===== config.mk =====
export PLATFORM = sky130hd
export DESIGN_NAME = idct_toplayici
export DESIGN_NICKNAME = d
export VERILOG_FILES = /design/src/rtl/idct_toplayici.sv
export SDC_FILE = /design/constraint.sdc
export NUM_CORES = 1
export LEC_CHECK = 0
export CORE_MARGIN = 3
export CORE_UTILIZATION = 55
export DETAILED_ROUTE_END_ITERATION = 10
export PLACE_DENSITY = 0.77
export SYNTH_ARGS = -nofsm -noshare
export SYNTH_HDL_FRONTEND = slang
export SYNTH_SLANG_ARGS = --single-unit

===== constraint.sdc =====
create_clock -name clk_i -period 6.1 [get_ports clk_i]
set_clock_uncertainty 0.05 [all_clocks]
set_input_delay 0.915 -clock clk_i [delete_from_list [all_inputs] [get_ports clk_i]]
set_output_delay 0.915 -clock clk_i [all_outputs]
set_load 0.01 [all_outputs]

===== src/rtl/idct_toplayici.sv =====
// idct_toplayici -- IDCT term accumulator, pixel converter and output FIFO.
//
// Sums TERIM_SAYISI consecutive signed Q-format product terms into one
// spatial sample, converts it to an 8-bit pixel (arithmetic shift by Q_FRAC,
// +128 level shift, saturation to [0,255]) and queues the pixel with its
// block index in a first-word-fall-through FIFO.
//
// Optional feature macro: IDCT_YUVARLA_EN
//   defined   -> round half up before the shift
//   undefined -> truncating arithmetic shift (toward -inf)
//
// Ports:
//   clk_i, rstn_i        clock, asynchronous active-low reset
//   islem_veri_i         signed Q term from upstream
//   islem_index_i        pixel index of the term
//   islem_gecerli_i      term valid (no backpressure upstream)
//   sonuc_veri_o         unsigned pixel at FIFO head
//   sonuc_index_o        pixel index at FIFO head
//   sonuc_gecerli_o      FIFO not empty
//   sonuc_hazir_i        consumer ready
//   tasma_o              sticky: pixel dropped on a full FIFO
//   index_hata_o         sticky: index changed inside a group

`ifndef Q_BIT
`define Q_BIT 32
`endif
`ifndef BLOCK_AREA_BIT
`define BLOCK_AREA_BIT 6
`endif

module idct_toplayici #(
    parameter int TERIM_SAYISI  = 64,
    parameter int ACC_EK_BIT    = 6,
    parameter int Q_FRAC        = 16,
    parameter int FIFO_DERINLIK = 4
) (
    input  logic                       clk_i,
    input  logic                       rstn_i,
    input  logic [`Q_BIT-1:0]          islem_veri_i,
    input  logic [`BLOCK_AREA_BIT-1:0] islem_index_i,
    input  logic                       islem_gecerli_i,
    output logic [7:0]                 sonuc_veri_o,
    output logic [`BLOCK_AREA_BIT-1:0] sonuc_index_o,
    output logic                       sonuc_gecerli_o,
    input  logic                       sonuc_hazir_i,
    output logic                       tasma_o,
    output logic                       index_hata_o
);
    localparam int QB    = `Q_BIT;
    localparam int IB    = `BLOCK_AREA_BIT;
    localparam int ACC_W = QB + ACC_EK_BIT;
    localparam int CW    = $clog2(TERIM_SAYISI);
    localparam int PW    = $clog2(FIFO_DERINLIK);
    localparam logic [CW-1:0] SON_TERIM = CW'(TERIM_SAYISI - 1);
    localparam logic [PW:0]   DOLU      = (PW+1)'(FIFO_DERINLIK);

    typedef struct packed {
        logic [7:0]    veri;
        logic [IB-1:0] idx;
    } giris_t;

    // ---------------- accumulate ----------------
    logic [CW-1:0]           r_sayac;
    logic signed [ACC_W-1:0] r_acc;
    logic [IB-1:0]           r_grp_idx;
    logic signed [ACC_W-1:0] w_terim;
    logic signed [ACC_W-1:0] w_acc_next;
    logic [IB-1:0]           w_grp_idx;

    assign w_terim    = {{ACC_EK_BIT{islem_veri_i[QB-1]}}, islem_veri_i};
    assign w_acc_next = (r_sayac == '0) ? w_terim : r_acc + w_terim;
    // First term of a group supplies the index for that same cycle.
    assign w_grp_idx  = (r_sayac == '0) ? islem_index_i : r_grp_idx;

    // ---------------- conversion stage ----------------
    logic signed [ACC_W-1:0] r_don_sum;
    logic [IB-1:0]           r_don_idx;
    logic                    r_don_gecerli;
    logic signed [ACC_W:0]   w_rnd;
    logic signed [ACC_W:0]   w_tam;
    logic signed [ACC_W:0]   w_p;
    logic [7:0]              w_pix;

`ifdef IDCT_YUVARLA_EN
    localparam logic signed [ACC_W:0] YARIM = (ACC_W+1)'(1) << (Q_FRAC - 1);
    assign w_rnd = {r_don_sum[ACC_W-1], r_don_sum} + YARIM;
`else
    assign w_rnd = {r_don_sum[ACC_W-1], r_don_sum};
`endif
    assign w_tam = w_rnd >>> Q_FRAC;
    assign w_p   = w_tam + (ACC_W+1)'(128);

    always_comb begin
        w_pix = w_p[7:0];
        if (w_p[ACC_W])            w_pix = 8'd0;    // negative
        else if (|w_p[ACC_W-1:8])  w_pix = 8'd255;  // above 255
    end

    always_ff @(posedge clk_i or negedge rstn_i) begin
        if (!rstn_i) begin
            r_sayac       <= '0;
            r_acc         <= '0;
            r_grp_idx     <= '0;
            r_don_sum     <= '0;
            r_don_idx     <= '0;
            r_don_gecerli <= 1'b0;
            index_hata_o  <= 1'b0;
        end else begin
            r_don_gecerli <= 1'b0;
            if (islem_gecerli_i) begin
                r_acc     <= w_acc_next;
                r_grp_idx <= w_grp_idx;
                r_sayac   <= (r_sayac == SON_TERIM) ? '0 : r_sayac + 1'b1;
                if (r_sayac != '0 && islem_index_i != r_grp_idx)
                    index_hata_o <= 1'b1;
                if (r_sayac == SON_TERIM) begin
                    r_don_sum     <= w_acc_next;
                    r_don_idx     <= w_grp_idx;
                    r_don_gecerli <= 1'b1;
                end
            end
        end
    end

    // ---------------- output FIFO ----------------
    giris_t        r_mem [FIFO_DERINLIK];
    logic [PW-1:0] r_wptr, r_rptr;
    logic [PW:0]   r_cnt;
    logic          w_pop, w_push, w_dolu, w_yaz;

    assign w_pop  = sonuc_gecerli_o && sonuc_hazir_i;
    assign w_push = r_don_gecerli;
    assign w_dolu = (r_cnt == DOLU);
    // When full, a simultaneous pop frees the slot the write lands in.
    assign w_yaz  = w_push && (!w_dolu || w_pop);

    always_ff @(posedge clk_i or negedge rstn_i) begin
        if (!rstn_i) begin
            for (int i = 0; i < FIFO_DERINLIK; i++) r_mem[i] <= '0;
            r_wptr  <= '0;
            r_rptr  <= '0;
            r_cnt   <= '0;
            tasma_o <= 1'b0;
        end else begin
            if (w_yaz) begin
                r_mem[r_wptr] <= '{veri: w_pix, idx: r_don_idx};
                r_wptr        <= r_wptr + 1'b1;
            end
            if (w_push && !w_yaz) tasma_o <= 1'b1;
            if (w_pop) r_rptr <= r_rptr + 1'b1;
            if (w_yaz && !w_pop)      r_cnt <= r_cnt + 1'b1;
            else if (!w_yaz && w_pop) r_cnt <= r_cnt - 1'b1;
        end
    end

    assign sonuc_gecerli_o = (r_cnt != '0);
    assign sonuc_veri_o    = r_mem[r_rptr].veri;
    assign sonuc_index_o   = r_mem[r_rptr].idx;

endmodule


Word level (Yosys, flattened, before mapping)
Index checks and enable logic that the tools add are counted.

word-level totals
  memory bits (writable) = 0
  register bits = 160
  word-level logic and storage cells = 67
  memories = 0
  latch bits = 0
  memory bits (read-only) = 0
  output and inout port bits = 17
  bits of input ports = 42

cells by class
  muxes and demuxes = 15
  shift-type cells = 0
  $mul = 0
  add/subtract/negate cells = 7
  eq/ne operators = 3
  magnitude comparators = 3
  reduce and logical (&&, ||, !) cells = 18
  divide/modulo/power cells = 0
  bitwise gates (word level) = 2

operators by type and width
  cell                                                      count
  bitwise mux 56 bit                                        1
  2-to-1 mux 14 bit                                         3
  adder 38 x 32 -> 38 bit                                   1
  2-to-1 mux 38 bit                                         1
  OR reduction 30 bit                                       1
  binary-select mux 14 bit (select 2 bit)                   1
  demux 14 bit (select 2 bit)                               1
  adder 22 x 9 -> 23 bit, second input constant             1
  2-to-1 mux 8 bit                                          2
  2-to-1 mux 6 bit                                          2
  logical AND 1 bit                                         7
  adder 6 x 1 -> 6 bit, second input constant               1
  equality test 6 bit, second input constant                1
  greater-or-equal comparator 3 bit, second input constant  2
  logical NOT 6 bit                                         1
  2-to-1 mux 3 bit                                          2
  inequality test 6 bit                                     1
  NOT 2 -> 3 bit                                            2
  nonzero test 6 bit                                        1
  adder 2 x 1 -> 2 bit, second input constant               2
  AND reduction 2 bit                                       2
  adder 3 x 1 -> 3 bit, second input constant               1
  equality test 3 bit, second input constant                1
  logical NOT 1 bit                                         3
  6 further kinds                                           7

Longest topological paths before layout
Gate-level depths: netlist (run 1).

  depth in word-level cells = 8
  gate-level depth with buffers = 11

Least setup slack after synthesis (run 1)
No wires, ideal clock.

  path kind = input to register
  from = input port islem_veri_i[24]
  to = register r_don_sum[37]
  library setup time = 82 ps
  arrival = 3248 ps
  buffers on the path = 1
  stages = 11
  setup slack = 2720 ps
  data required time = 5968 ps
  cells stage by stage = ha_1 clkbuf_1 nand4_1 or2_2 nor4_1 a211oi_2 o21ai_1 o21ai_1 xnor2_1 or3_1 a31oi_1

on the way
  cells in the longest elaborated chain, start to end = 2

ends and longest elaborated chain
  what                     line  RTL
  start: declaration       39    input logic [`Q_BIT-1:0] islem_veri_i,
  adder 38 x 32 -> 38 bit  71    assign w_acc_next = (r_sayac == '0) ? w_terim : r_acc + w_terim;
  2-to-1 mux 38 bit        71
  end signal: assignment   117   r_don_sum <= w_acc_next;
  end: declaration         76    logic signed [ACC_W-1:0] r_don_sum;

No other way between the ends.
A chain may end at the register's enable or synchronous reset.

Final worst setup path (run 1)
  from = input port islem_veri_i[1]
  to = register r_don_sum[37]

Same word-level chain as after synthesis.

==> results of run 1 <==
[cell type report]
class | count | area, um^2
clock buffers | 20 | 457
clock inverters | 12 | 124
fillers | 1235 | 5060
inverters | 20 | 75.1
multi-input cells | 712 | 4710
flip-flops and latches | 144 | 3600
well taps | 184 | 230
repair buffers | 62 | 607
[state kept, by name (all words and copies together) (netlist names), 2 cells and up]
register and cells:
r_cnt 3, r_don_idx 6, r_don_sum 22, r_sayac 6, r_rptr 2, r_grp_idx 6
r_mem 56, r_acc 38, r_wptr 2
[worst paths after layout]
check / startpoint / endpoint / slack, ns / cells past startpoint
max: islem_veri_i[1] / r_don_sum[37] / 2.33 / 11
min in group asynchronous: rstn_i / r_mem[12] / 0.49 / 1
min reg2reg: tasma_o / tasma_o / 0.41 / 1
max reg2reg: r_acc[1] / r_don_sum[37] / 2.92 / 10
max in group asynchronous: rstn_i / r_mem[2] / 4.31 / 2
min: tasma_o / tasma_o / 0.41 / 1
[synth_stat cells (6+ instances only)]
cell type    n
o21ai_1      7
nand3_1     22
mux2_2      37
a31oi_1     21
and3_1       6
nor3_1      11
o21ai_0     83
o21bai_1     9
a21o_1      23
dfrtp_1    144
o21a_1       6
nand4_1     13
a21oi_1     88
xnor2_1     33
mux2i_1      8
xor2_1      14
nor4_1       6
mux4_2      14
nand2_1    121
nor2_1      79
buf_1        6
inv_1       19
clkbuf_1    40
ha_1        45
[power by group through the flow]
stage	Combinational, mW	Clock, mW	Sequential, mW
4_1_cts	2.05	1.04	1.35
3_3_place_gp	1.99	0	1.36
2_1_floorplan	1.65	0	1.28
5_1_grt	2.32	1.08	1.38
3_5_place_dp	2.03	0	1.36
6_report	2.06	1.02	1.35
[layout by cell type, fill, tap and decap left out, drive strengths merged, types with 20 or more instances in the layout]
cell	instances
nor2	79
nand3	23
inv	23
clkdlybuf4s50	56
mux2	37
clkbuf	20
a21o	23
nand2	121
o21ai	90
a21oi	88
dfrtp	144
xnor2	33
ha	45
a31oi	21
[kinds of logic after synthesis]
logic type	Yosys count	synth area share [%]
muxes	59	9.49
and+or+nand+nor	287	15.0
adders and majority gates	47	7.04
DFF	144	42.1
buffers and inverters	67	2.95
xor gates and xnor gates	47	4.81
AOI/OAI and AO/OA	272	18.6
[critical path, delay by kind of cell]
| kind | cells | cell delay (ns) |
|---|---|---|
| compound gates | 7 | 1.87 |
| simple gates | 1 | 0.33 |
| buf+inv | 1 | 0.48 |
| fa+ha+maj | 1 | 0.34 |
| xor+xnor | 1 | 0.13 |
[stage by stage]
stage                     std cells  power [mW]  utilization [%]  worst slack, ns  hold slack [ns]
after floorplan                 923        2.93                -             2.72            0.392
after global placement         1122        3.35             62.0             1.99            0.396
after detailed placement       1122        3.39             62.0             1.96            0.407
after CTS                      1154        4.44             65.9             2.33            0.418
after global routing           1154        4.78             65.9             2.01            0.442
final                          1154        4.43             65.9             2.33            0.413
[per-layer routing]
| metal | up-vias | track usage (%) | routed length (um) |
|---|---|---|---|
| li1 | 3406 | - | - |
| met1 | 3300 | 30.9 | 8500 |
| met2 | 147 | 39.0 | 9130 |
| met3 | 19 | 4.88 | 763 |
| met4 | 0 | 5.63 | 190 |
| met5 | - | 0 | 0 |
==> impl_metrics.tcl, run 1 <==
set metrics [dict create \
    yosysSeqAreaShare_pct 42.1 \
    cts_root_buffer "clkbuf_16" \
    start_util_pct 57.6 \
    syn_area_um2 8560 \
    io_pins 59 \
    crit_top_cell "o21ai_1" \
    crit_fanout 5 \
    synth_edf_count 0 \
    die_w_um 131 \
    rows 44 \
    drc_errors 0 \
    period_needed_ns 3.77 \
    cts_setup_buffers 0 \
    grt_max_degree 88 \
    holdBufCountCts 0 \
    required_ns 6.39 \
    placedInstanceArea_um2 9220 \
    ir_drop_mv 0.247 \
    vias_per_cell 5.95 \
    p_seq_share_pct 30.4 \
    wl_per_cell_um 16.1 \
    cpPeakStageDelay_ns 0.48 \
    fmax_ghz 0.265 \
    synth_nets 1012 \
    ys.flop_type "dfrtp_1" \
    setup_tns_ns 0 \
    drt_iter0_drc 398 \
    yosys-top-cells-area "dfrtp_1 (42%), ha_1 (6.6%), nand2_1 (5.3%)" \
    cts.sinks 144 \
    async_reset_ff_share_pct 100 \
    crit_path_start_kind "input port" \
    dr.pass1.iters 5 \
    cts_htree_levels 4 \
    hpwl_mm 12.6 \
    synth_seq_cells 144 \
    finalWirelength_mm 18.6 \
    grt_pass1_vias 6632 \
    slew_headroom_pct 29.5 \
    via_count 6872 \
    postLayoutCellArea_um2 9800 \
    synth.top_cell.area_share_pct 42.1 \
    maxSlewViolCount 0 \
    syn_area_per_cell_um2 9.27 \
    groute.usage.overall_pct 23.2 \
    drive_above_1_share_pct 9.79 \
    cts_tree "done" \
    clk_latency_ns 0.43 \
    powerDensity_nw_per_um2 452 \
    dieArea_um2 17100 \
    place_congestion 0.906 \
    cp-end-kind "flop" \
    clkTransAtPathRegs_ns 0.06 \
    cts_resized 0 \
    cts_inserted_buffers 17 \
    p_sw_share_pct 40.8 \
    worstSetupPathType "in2reg" \
    syn2layout_area_growth_pct 14.5 \
    clkPwrFrac_pct 23.1 \
    grt_pass1_wl_mm 31.7 \
    portBuffers 58 \
    crit_arrival_ns 4.06 \
    antenna_found_initial 0 \
    worst_pin_slew_ns 1.06 \
    rsz0062_at_grt "false" \
    power_frac_comb_pct 46.5 \
    holdCritPathClass "reg2reg" \
    slowest_stage "clkdlybuf4s50_1" \
    yosys.area.top_type "dfrtp_1" \
    p_sw_mw 1.81 \
    hold_viol 0 \
    post-route-period-util_pct 61.8 \
    finalSetupViolCount 0 \
    yosysWarnings 0 \
    crit_chain "clkdlybuf4s50_1 > ha_1 > a211oi_1 > o21ai_0 > a21o_1 > a211oi_2 > o21ai_1 > o21ai_1 > xnor2_1 > or3_1 > a31oi_1" \
    drv_cap 0 \
    grt_overflow 0 \
    p_leak_nw 4.36 \
    clockBufferDepth 2 \
    antenna_cells 0 \
    dieHeight_um 131 \
    antenna_left 0 \
    core_um2 14900 \
    fin_nets 1046 \
    status "completed" \
    ys_types 57 \
    syn_inst 923 \
    p_int_mw 2.63 \
]
Note: power is estimated with default switching activity, not from simulation.
==> inputs of run 2 (changes only) <==
==> constraint.sdc (replaced) <==
create_clock -name clk_i -period 3.61 [get_ports clk_i]
set_clock_uncertainty 0.05 [all_clocks]
set_input_delay 0.5415 -clock clk_i [delete_from_list [all_inputs] [get_ports clk_i]]
set_output_delay 0.5415 -clock clk_i [all_outputs]
set_load 0.01 [all_outputs]
==> run 2 against run 1 <==
Critical path depth is 1 higher. Critical path type unchanged. Count of clock-buffer cells in the layout grew 1. Sequential share of layout area fell by 0.71 points. First-iteration DRC count decreased by 12%.
==> impl_metrics.tcl, run 2 (same netlist as run 1, synthesis figures left out) <==
set metrics [dict create \
    drv_cap 0 \
    postLayoutCellArea_um2 9990 \
    grt_max_degree 85 \
    clkTransAtPathRegs_ns 0.06 \
    finalSetupViolCount 0 \
    fin_nets 1074 \
    drive_above_1_share_pct 11.9 \
    cts_root_buffer "clkbuf_16" \
    via_count 6970 \
    io_pins 59 \
    cts_htree_levels 4 \
    cts.sinks 144 \
    registers.top_by_ff_count "r_mem" \
    antenna_found_initial 0 \
    drt_iter0_drc 351 \
    dr.pass1.iters 5 \
    antenna_cells 0 \
    dieHeight_um 131 \
    clkPwrFrac_pct 21.6 \
    largestRegisters "r_mem (56), r_acc (38), r_don_sum (22)" \
    setup_tns_ns 0 \
    cts_resized 0 \
    powerDensity_nw_per_um2 760 \
    status "completed" \
    drc_errors 0 \
    cp-end-kind "flop" \
    holdBufCountCts 0 \
    portBuffers 58 \
    hpwl_mm 13.6 \
    final_common_cell "dfrtp_1" \
    die_w_um 131 \
    holdCritPathClass "in2async" \
    n_fill_cell 1206 \
    hold_ws_ns 0.0861 \
    period_needed_ns 3.25 \
    p_leak_nw 4.49 \
    worstSetupPathType "in2reg" \
    post-route-period-util_pct 90.1 \
    rows 44 \
    crit_chain "clkdlybuf4s50_1 > ha_1 > fa_1 > a21o_1 > nand4_1 > a311oi_1 > nor3b_1 > o2111ai_1 > a41oi_1 > o21ai_0 > or3_1 > nand4_1" \
    grt_pass1_wl_mm 31.7 \
    cts_setup_buffers 0 \
    dieArea_um2 17100 \
    grt_pass1_vias 6577 \
    p_sw_mw 3.05 \
    crit_arrival_ns 3.56 \
    maxSlewViolCount 0 \
    largest_reg_flops 56 \
    crit_fanout 3 \
    clk_latency_ns 0.43 \
    crit_top_cell "nand4_1" \
    required_ns 3.92 \
    stdcell_count 1180 \
    slowest_stage "clkdlybuf4s50_1" \
    start_util_pct 57.6 \
    crit_path_start_kind "input port" \
    groute.usage.overall_pct 23.2 \
    slew_headroom_pct 46.5 \
    syn2layout_area_growth_pct 16.7 \
    cts_tree "done" \
    power_frac_comb_pct 49.0 \
    fmax_ghz 0.308 \
    worst_pin_slew_ns 0.803 \
    p_seq_share_pct 29.4 \
    cpPeakStageDelay_ns 0.42 \
    finalWirelength_mm 19.1 \
    dp.cells 1150 \
    antenna_left 0 \
    hold_viol 0 \
    placedInstanceArea_um2 9460 \
    grt_overflow 0 \
    cts_inserted_buffers 17 \
    p_sw_share_pct 40.2 \
    clockBufferDepth 2 \
    wl_per_cell_um 16.2 \
    rsz0062_at_grt "false" \
    p_total_mw 7.60 \
    core_um2 14900 \
    p_int_mw 4.55 \
    ir_drop_mv 0.396 \
    vias_per_cell 5.91 \
    final_cell_mix "dfrtp_1 (144), nand2_1 (121), a21oi_1 (88), o21ai_0 (83), nor2_1 (79)" \
    place_congestion 0.938 \
]
run 2: changes by cell type in the layout (fill, tap and decap cells not counted), sizes merged:
cell	before	now
buf	6	34
clkbuf	20	21
clkinv	4	7
clkinvlp	4	1
inv	23	20
run 2: area by class of cell:
class	count	area (um^2)	area share (%)
flip-flops and latches	144	3600	36.1
multi-input cells	712	4710	47.1
inverters	20	75.1	0.751
well taps	184	230	2.30
clock inverters	9	87.6	0.876
repair buffers	90	842	8.43
clock buffers	21	450	4.51
run 2: worst max-delay path, delay by kind of cell:
kind | cells | cell delay, ns
AO/OA/AOI/OAI | 5 | 1.05
AND/OR/NAND/NOR | 4 | 0.88
adder cells (fa/ha/maj) | 2 | 0.65
buffers and inverters | 1 | 0.42
run 2: final timing paths:
| path | start | to | slack, ns | depth (start not counted) |
|---|---|---|---|---|
| worst max-delay path | islem_veri_i[0] | r_acc[36] | 0.36 | 12 |
| worst min-delay path | rstn_i | r_mem[50] | 0.09 | 1 |
| worst max register to register | r_acc[0] | r_acc[36] | 0.55 | 11 |
| worst min register to register | tasma_o | tasma_o | 0.41 | 1 |
| max in group asynchronous | rstn_i | r_acc[3] | 2.60 | 2 |
| min in group clk_i | tasma_o | tasma_o | 0.41 | 1 |
run 2: per-stage QoR:
stage | setup WS [ns] | utilization (%)
floorplan | 0.604 | -
global placement | -0.0228 | 63.6
detailed placement | -0.0886 | 63.6
CTS | 0.357 | 67.2
global route | 0.183 | 67.2
finish | 0.358 | 67.2
run 2: power by group through the flow:
stage          registers, mW  clock network [mW]  logic, mW
5_1_grt                 2.27                1.74       4.18
4_1_cts                 2.23                1.67       3.71
3_3_place_gp            2.23                   0       3.61
6_report                2.23                1.64       3.73
2_1_floorplan           2.16                   0       2.79
3_5_place_dp            2.24                   0       3.69
run 2: per-layer routing:
layer	share of wire (%)	global-route usage, %	wire [um]	vias to the layer above
met3	4.3	5.00	820	25
met4	1.4	5.26	264	0
met1	46	31.2	8780	3358
met5	0	0	0	-
li1	-	-	-	3430
met2	48	38.8	9220	157
==> inputs of run 3 (changes only) <==
--- a/config.mk
+++ b/config.mk
@@ -6,9 +6,10 @@
 export NUM_CORES = 1
 export LEC_CHECK = 0
 export CORE_MARGIN = 3
-export CORE_UTILIZATION = 55
+export CORE_UTILIZATION = 58
 export DETAILED_ROUTE_END_ITERATION = 10
-export PLACE_DENSITY = 0.77
+export PLACE_DENSITY = 0.81
 export SYNTH_ARGS = -nofsm -noshare
 export SYNTH_HDL_FRONTEND = slang
 export SYNTH_SLANG_ARGS = --single-unit
+export TNS_END_PERCENT = 10
==> run 3 against run 2 <==
Non-clock buffer count increased by 3. Global-route usage increased by 1.8 points. Count of clock-buffer cells in the layout down 2. Final cell count hardly changed. Fmax fell by 1.8%. Sequential power barely moved. Wire length rose by 0.17%. Critical path depth stayed put. Combinational power barely moved. Core utilization rose by 3.7 points. Sequential share of layout area fell by 0.14 points. Critical endpoint unchanged.
==> impl_metrics.tcl, run 3 (same netlist as run 1, synthesis figures left out) <==
set metrics [dict create \
    status "completed" \
    antenna_cells 0 \
    dieArea_um2 16300 \
    crit_top_cell "nand4_1" \
    dr.pass1.iters 4 \
    start_util_pct 60.5 \
    rows 43 \
    crit_fanout 3 \
    n_fill_cell 1066 \
    cts_tree "done" \
    drv_cap 0 \
    slowest_stage "clkdlybuf4s50_1" \
    maxSlewViolCount 0 \
    cts_inserted_buffers 17 \
    period_needed_ns 3.31 \
    drc_errors 0 \
    antenna_found_initial 0 \
    core_um2 14100 \
    placedInstanceArea_um2 9460 \
    seq_area_um2 3600 \
    drive_above_1_share_pct 12.6 \
    required_ns 3.92 \
    finalWirelength_mm 19.1 \
    crit_chain "clkdlybuf4s50_1 > ha_1 > fa_1 > a21o_1 > nand4_1 > a311oi_1 > nor3b_1 > o2111ai_1 > a41oi_1 > o21ai_0 > or3_1 > nand4_1" \
    largest_reg_flops 56 \
    post-route-period-util_pct 91.8 \
    p_total_mw 7.65 \
    fmax_ghz 0.302 \
    cts_htree_levels 4 \
    slew_headroom_pct 42.5 \
    crit_arrival_ns 3.62 \
    setup_tns_ns 0 \
    grt_overflow 0 \
    vias_per_cell 5.96 \
    drt_iter0_drc 456 \
    ir_drop_mv 0.484 \
    wl_per_cell_um 16.2 \
    cp-end-kind "flop" \
    rsz0062_at_grt "false" \
    hpwl_mm 13.8 \
    grt_pass1_wl_mm 33.1 \
    via_count 7034 \
    io_pins 59 \
    syn2layout_area_growth_pct 17.2 \
    crit_path_start_kind "input port" \
    hold_viol 0 \
    holdBufCountCts 0 \
    place_congestion 0.918 \
    worstSetupPathType "in2reg" \
    cts_root_buffer "clkbuf_16" \
    antenna_left 0 \
    holdCritPathClass "in2async" \
    clockBufferDepth 2 \
    groute.usage.overall_pct 24.9 \
    multi_input_area_um2 4710 \
    cts_resized 0 \
    final_cell_mix "dfrtp_1 (144), nand2_1 (121), a21oi_1 (88), o21ai_0 (83), nor2_1 (79)" \
    p_leak_nw 4.51 \
    grt_pass1_vias 6860 \
    clkTransAtPathRegs_ns 0.06 \
    grt_max_degree 86 \
    die_w_um 127 \
    postLayoutCellArea_um2 10000 \
    cts.sinks 144 \
    clk_latency_ns 0.43 \
    worst_pin_slew_ns 0.861 \
    cpPeakStageDelay_ns 0.43 \
    dieHeight_um 127 \
    finalSetupViolCount 0 \
    registers.top_by_ff_count "r_mem" \
    portBuffers 58 \
    final_common_cell "dfrtp_1" \
    cts_setup_buffers 0 \
    fin_nets 1077 \
    powerDensity_nw_per_um2 762 \
    largestRegisters "r_mem (56), r_acc (38), r_don_sum (22)" \
]
==> run 3: changes by cell type in the layout (fill, tap and decap cells not counted), sizes merged <==
| cell | before | now |
|---|---|---|
| inv | 20 | 24 |
| buf | 34 | 37 |
| clkinv | 7 | 4 |
| clkinvlp | 1 | 4 |
| clkbuf | 21 | 19 |
==> run 3: metrics by stage <==
stage	setup WS (ns)	instances	util, %	hold WS, ns
finish	0.298	1181	70.9	0.0438
global route	0.101	1181	70.9	0.0685
CTS	0.328	1181	70.9	0.0611
detailed placement	-0.109	1149	66.9	0.413
global placement	-0.0272	1149	66.9	0.406
floorplan	0.604	923	-	0.196
==> run 3: worst max-delay path: cells and delay by family <==
family / cells / cell delay [ns]
and+or+nand+nor: 4 / 0.93
adders and majority gates: 2 / 0.64
AOI/OAI and AO/OA: 5 / 1.07
buffers and inverters: 1 / 0.43
==> run 3: worst paths after layout <==
kind / startpoint / to / slack [ns] / cells past startpoint
worst max register to register: r_don_sum[23] / r_mem[6] / 0.46 / 9
worst min-delay path: rstn_i / r_mem[50] / 0.04 / 1
min in group clk_i: tasma_o / tasma_o / 0.42 / 1
worst max-delay path: islem_veri_i[0] / r_acc[36] / 0.30 / 12
worst min register to register: tasma_o / tasma_o / 0.42 / 1
max in group asynchronous: rstn_i / r_sayac[1] / 2.61 / 2
==> run 3: layout make-up <==
cell class              count  share of cell area, %
inverters                  20                  0.748
flip-flops and latches    144                   35.9
clock buffers              19                   4.41
repair buffers             93                   8.49
multi-input cells         712                   46.9
clock inverters            13                   1.28
well taps                 180                   2.24
==> run 3: where the power goes <==
group / total [mW] / leakage (nW) / switching [mW] / internal, mW
clock: 1.70 / 0.269 / 0.719 / 0.979
sequential: 2.24 / 1.86 / 0.289 / 1.95
combinational: 3.71 / 2.38 / 2.07 / 1.64
==> run 3: layer usage <==
layer | global-route usage (%) | wire, um | vias up
met2 | 41.3 | 9400 | 176
met5 | 0 | 0 | -
met4 | 7.51 | 323 | 0
met1 | 33.5 | 8550 | 3376
met3 | 4.85 | 842 | 30
li1 | - | - | 3452
==> variant 1: new RTL, settings of run 2 <==
Build with the macro `IDCT_YUVARLA_EN` defined.
--- a/src/rtl/idct_toplayici.sv
+++ b/src/rtl/idct_toplayici.sv
@@ -20,6 +20,8 @@
 //   sonuc_hazir_i        consumer ready
 //   tasma_o              sticky: pixel dropped on a full FIFO
 //   index_hata_o         sticky: index changed inside a group
+
+`define IDCT_YUVARLA_EN
 
 `ifndef Q_BIT
 `define Q_BIT 32
Check against the original RTL: same outputs for any inputs over 10 cycles, from zero or initial values and one cycle with rstn_i low; that may be too few to reach the edited logic, so the function may still have changed.
==> variant 1 against run 2 <==
  * Synthesized area grew 9.8%
  * Critical endpoint is now r_mem[55]
  * Routed wire length rose by 20%
  * Total power increased by 7.2%
  * Design area increased by 12%
  * Sequential cell count up 1
  * Setup slack got worse by 0.22 ns
  * Synthesized cell count grew 13%
  * Highest routed layer unchanged
  * Final cell count rose by 15%
==> variant 1: results (changes against run 2) <==
status finished clean; HPWL after DPL 16000 um (+18%); Total GRT Usage 0.255 (+0.0230); R2R depth 12 (+1); slowest CP cell or4_4; largest net degree at the start of global routing 82 (-3.5%); critical path data arrival time 3.69 ns (+0.13 ns); Peak VDD IR 0.465 mV (+18%); Setup WS pre-CTS -0.203 ns (-0.115 ns); top post-synthesis cells by area dfrtp_1 (39%), ha_1 (6.1%), nand2_1 (5.3%), nor2_1 (4.3%), a21oi_1 (3.5%); Syn Nets 1130 (+12%); GPL Wtd Cong 0.896 (-4.4%); first-pass GRT wire length 38000 um (+20%); sequential power 0.00237 W (+6%); vias in the first global route 7792 (+18%); DR vias 8012 (+15%); worst r2r dst r_mem[55]; Regs by FF count r_mem: 56 flops, r_acc: 38 flops, r_don_sum: 23 flops; worst reg2reg setup slack 0.14 ns (-0.41 ns); Worst-Margin Slew 0.808 ns (+0.00521 ns); WL final 22900 um (+20%); top cells by count, synth dfrtp_1 (145), nand2_1 (132), nor2_1 (108), a21oi_1 (66), o21ai_0 (57); drt first pass iters 7 (+2); Internal 0.00493 W (+8.5%); crit-path max cell delay 0.53 ns (+0.11 ns)
==> variant 1: worst max-delay path by stage <==
stage                          startpoint  slack [ns]        end  depth (start not counted)
after floorplan             r_don_sum[17]        0.33  r_mem[55]                         14
final                       r_don_sum[15]        0.14  r_mem[55]                         12
after global routing        r_don_sum[15]       -0.08  r_mem[55]                         14
after CTS                   r_don_sum[15]        0.03  r_mem[55]                         11
after detailed placement  islem_veri_i[1]       -0.20  r_acc[31]                         14
after global placement    islem_veri_i[1]       -0.17  r_acc[31]                         14
==> variant 1: area by class of cell <==
type	count	area, sq um
fillers	1314	5440
clock inverters	12	131
repair buffers	128	1140
inverters	22	82.6
multi-input cells	811	5490
flip-flops and latches	145	3630
well taps	220	275
clock buffers	20	457
==> variant 1: routing by layer <==
metal,up-vias,part of all wire,GRT usage
met1,3853,0.46,0.344
li1,3936,-,-
met3,31,0.037,0.0419
met4,0,0.017,0.0806
met5,-,0,0
met2,192,0.49,0.421
==> variant 1: stage by stage <==
stage | instances | setup TNS [ns]
after detailed placement | 1323 | -3.91
final | 1358 | 0
after global placement | 1323 | -2.28
after CTS | 1355 | 0
after global routing | 1358 | -1.27
after floorplan | 1040 | 0
==> variant 1: critical path: cells and delay by family, from the launching register on <==
family	cells	cell delay [ns]
simple gates	4	1.20
compound gates	5	1.04
flops	1	0.39
fa+ha+maj	1	0.25
xor+xnor	1	0.21
buf+inv	1	0.16
==> variant 1: cells by family (layout without fill, tap and decap cells) <==
group                    after synthesis  in the layout  synth area share
flip-flops                           145            145             0.386
AND/OR/NAND/NOR                      378            378             0.193
AO/OA/AOI/OAI                        278            278             0.190
XOR/XNOR                              57             57            0.0531
multiplexers                          50             50            0.0753
buffers and inverters                 84            182            0.0362
adder cells (fa/ha/maj)               48             48            0.0655
==> variant 2: new RTL, settings of run 2 <==
Without the edit above. Put a register stage on the outputs `sonuc_veri_o` and `sonuc_index_o`, without a reset. The values now appear one clock later. The other outputs are not delayed to match.
--- a/src/rtl/idct_toplayici.sv
+++ b/src/rtl/idct_toplayici.sv
@@ -154,8 +154,10 @@
     end
 
     assign sonuc_gecerli_o = (r_cnt != '0);
-    assign sonuc_veri_o    = r_mem[r_rptr].veri;
-    assign sonuc_index_o   = r_mem[r_rptr].idx;
+    always_ff @(posedge clk_i) begin
+        sonuc_veri_o  <= r_mem[r_rptr].veri;
+        sonuc_index_o <= r_mem[r_rptr].idx;
+    end
 
 endmodule
 
Function: no difference found for any inputs over 10 cycles, from zero or initial values and one cycle with rstn_i low; that may be too few to reach the edited logic, so the function may still have changed.
==> variant 2 against run 2 <==
  * Critical path depth increased by 1
  * Design area increased by 1.8%
  * Sequential cell count increased by 14
  * Setup slack got worse by 0.026 ns
  * Total power increased by 0.56%
  * Sequential power increased by 9.9%
  * Synthesized area increased by 2.2%
  * Clock power increased by 9%
  * Routed wire length decreased by 0.88%
  * Critical path type unchanged
  * Largest cell class unchanged
  * Highest routed layer unchanged
==> variant 2: results (changes against run 2) <==
status finished clean; Worst-Margin Slew 1.05 ns (+0.243 ns); Peak VDD IR 0.466 mV (+18%); Placed Area 9580 sq um (+1.3%); comb_multi_in 678 (-4.8%); WL final 18900 um (-0.88%); NonClk Buf Share 0.0719 (-0.0123); asr flop ratio synth 0.911 (-0.0886); sequential share of power 0.320 (+0.026); R2R depth 12 (+1); Synth Area in Adders 0.0689 (-0.00151); vias in the first global route 6679 (+1.6%); Placed Cells 1144 (-0.52%); Total GRT Usage 0.222 (-0.00967); top cells by count, synth dfrtp_1 (144), nand2_1 (110), a21oi_1 (84), o21ai_0 (80), nor2_1 (78); hold slack final 0.0729 ns (-0.0132 ns); GPL Wtd Cong 0.941 (+0.33%); Repair and plain buffers 77 (-14%); top post-synthesis cells by area dfrtp_1 (41%), ha_1 (6.4%), mux2_2 (5.1%), a21oi_1 (4.8%), nand2_1 (4.7%); n_diodes 0 (unchanged); Clock buf/inv share 0.0580 (+0.00421); critical path data arrival time 3.57 ns (about the same); M2 GR Usage 0.371 (-0.0170); worst reg2reg setup slack 0.51 ns (-0.04 ns); Seq area share 0.382 (+0.0212); met1 Use GR 0.293 (-0.0190); Final #Nets 1041 (-3.1%); HPWL after DPL 13300 um (-2.1%); worst-path fanout max 5 (+2); Wirelength per Cell 16.1 um (-0.54%); Clk. pwr 0.00179 W (+9%); Fillers 1229 (+1.9%); Setup WS pre-CTS -0.0915 ns (-0.00288 ns); clock sinks 158 (+9.7%); post-route cell area 10200 sq um (+1.8%); leakage 4.60 nW (+2.4%); max_cap viols 0 (unchanged); met3 GRT Util 0.0481 (-0.00191); part of the Yosys area used for sequential elements 0.444 (+0.0230); Syn Nets 985 (-2.7%); largest net degree at the start of global routing 75 (-12%); Distinct cells, synth 62 (+8.8%); share of layout cells above drive strength 1 0.128 (+0.00902); syn_area_per_cell 9.76 sq um (+5.3%); Internal 0.00471 W (+3.7%); Synth Area in XOR/XNOR 0.0521 (+0.00397); Iter 0 DRT Violations 398 (+13%); TNS Setup 0 ns (unchanged); Regs by FF count r_mem: 56 flops, r_acc: 38 flops, r_don_sum: 22 flops; Net Switching 0.00293 W (-4.0%); Tapcells 211 (+15%); multiplexer share of the synthesized area 0.107 (+0.0121)
variant 2: changes by cell type after synthesis, moves of 6 or more:
cell	run 2	this run
a31oi_1	21	15
clkbuf_1	40	32
dfxtp_1	0	14
nand3_1	22	9
nand2_1	121	110
mux2i_1	8	17
variant 2: metal layers:
metal | share of wire | up-vias
met5 | 0 | -
met3 | 0.047 | 25
met1 | 0.45 | 3233
li1 | - | 3299
met2 | 0.49 | 150
met4 | 0.015 | 0
variant 2: worst max path at each step:
stage	end	slack, ns	cells after the start
6_report	r_acc[36]	0.33	13
5_1_grt	r_acc[34]	0.16	13
2_1_floorplan	r_don_sum[32]	0.65	11
3_5_place_dp	r_acc[36]	-0.09	13
4_1_cts	r_acc[36]	0.36	13
3_3_place_gp	r_acc[36]	-0.04	13
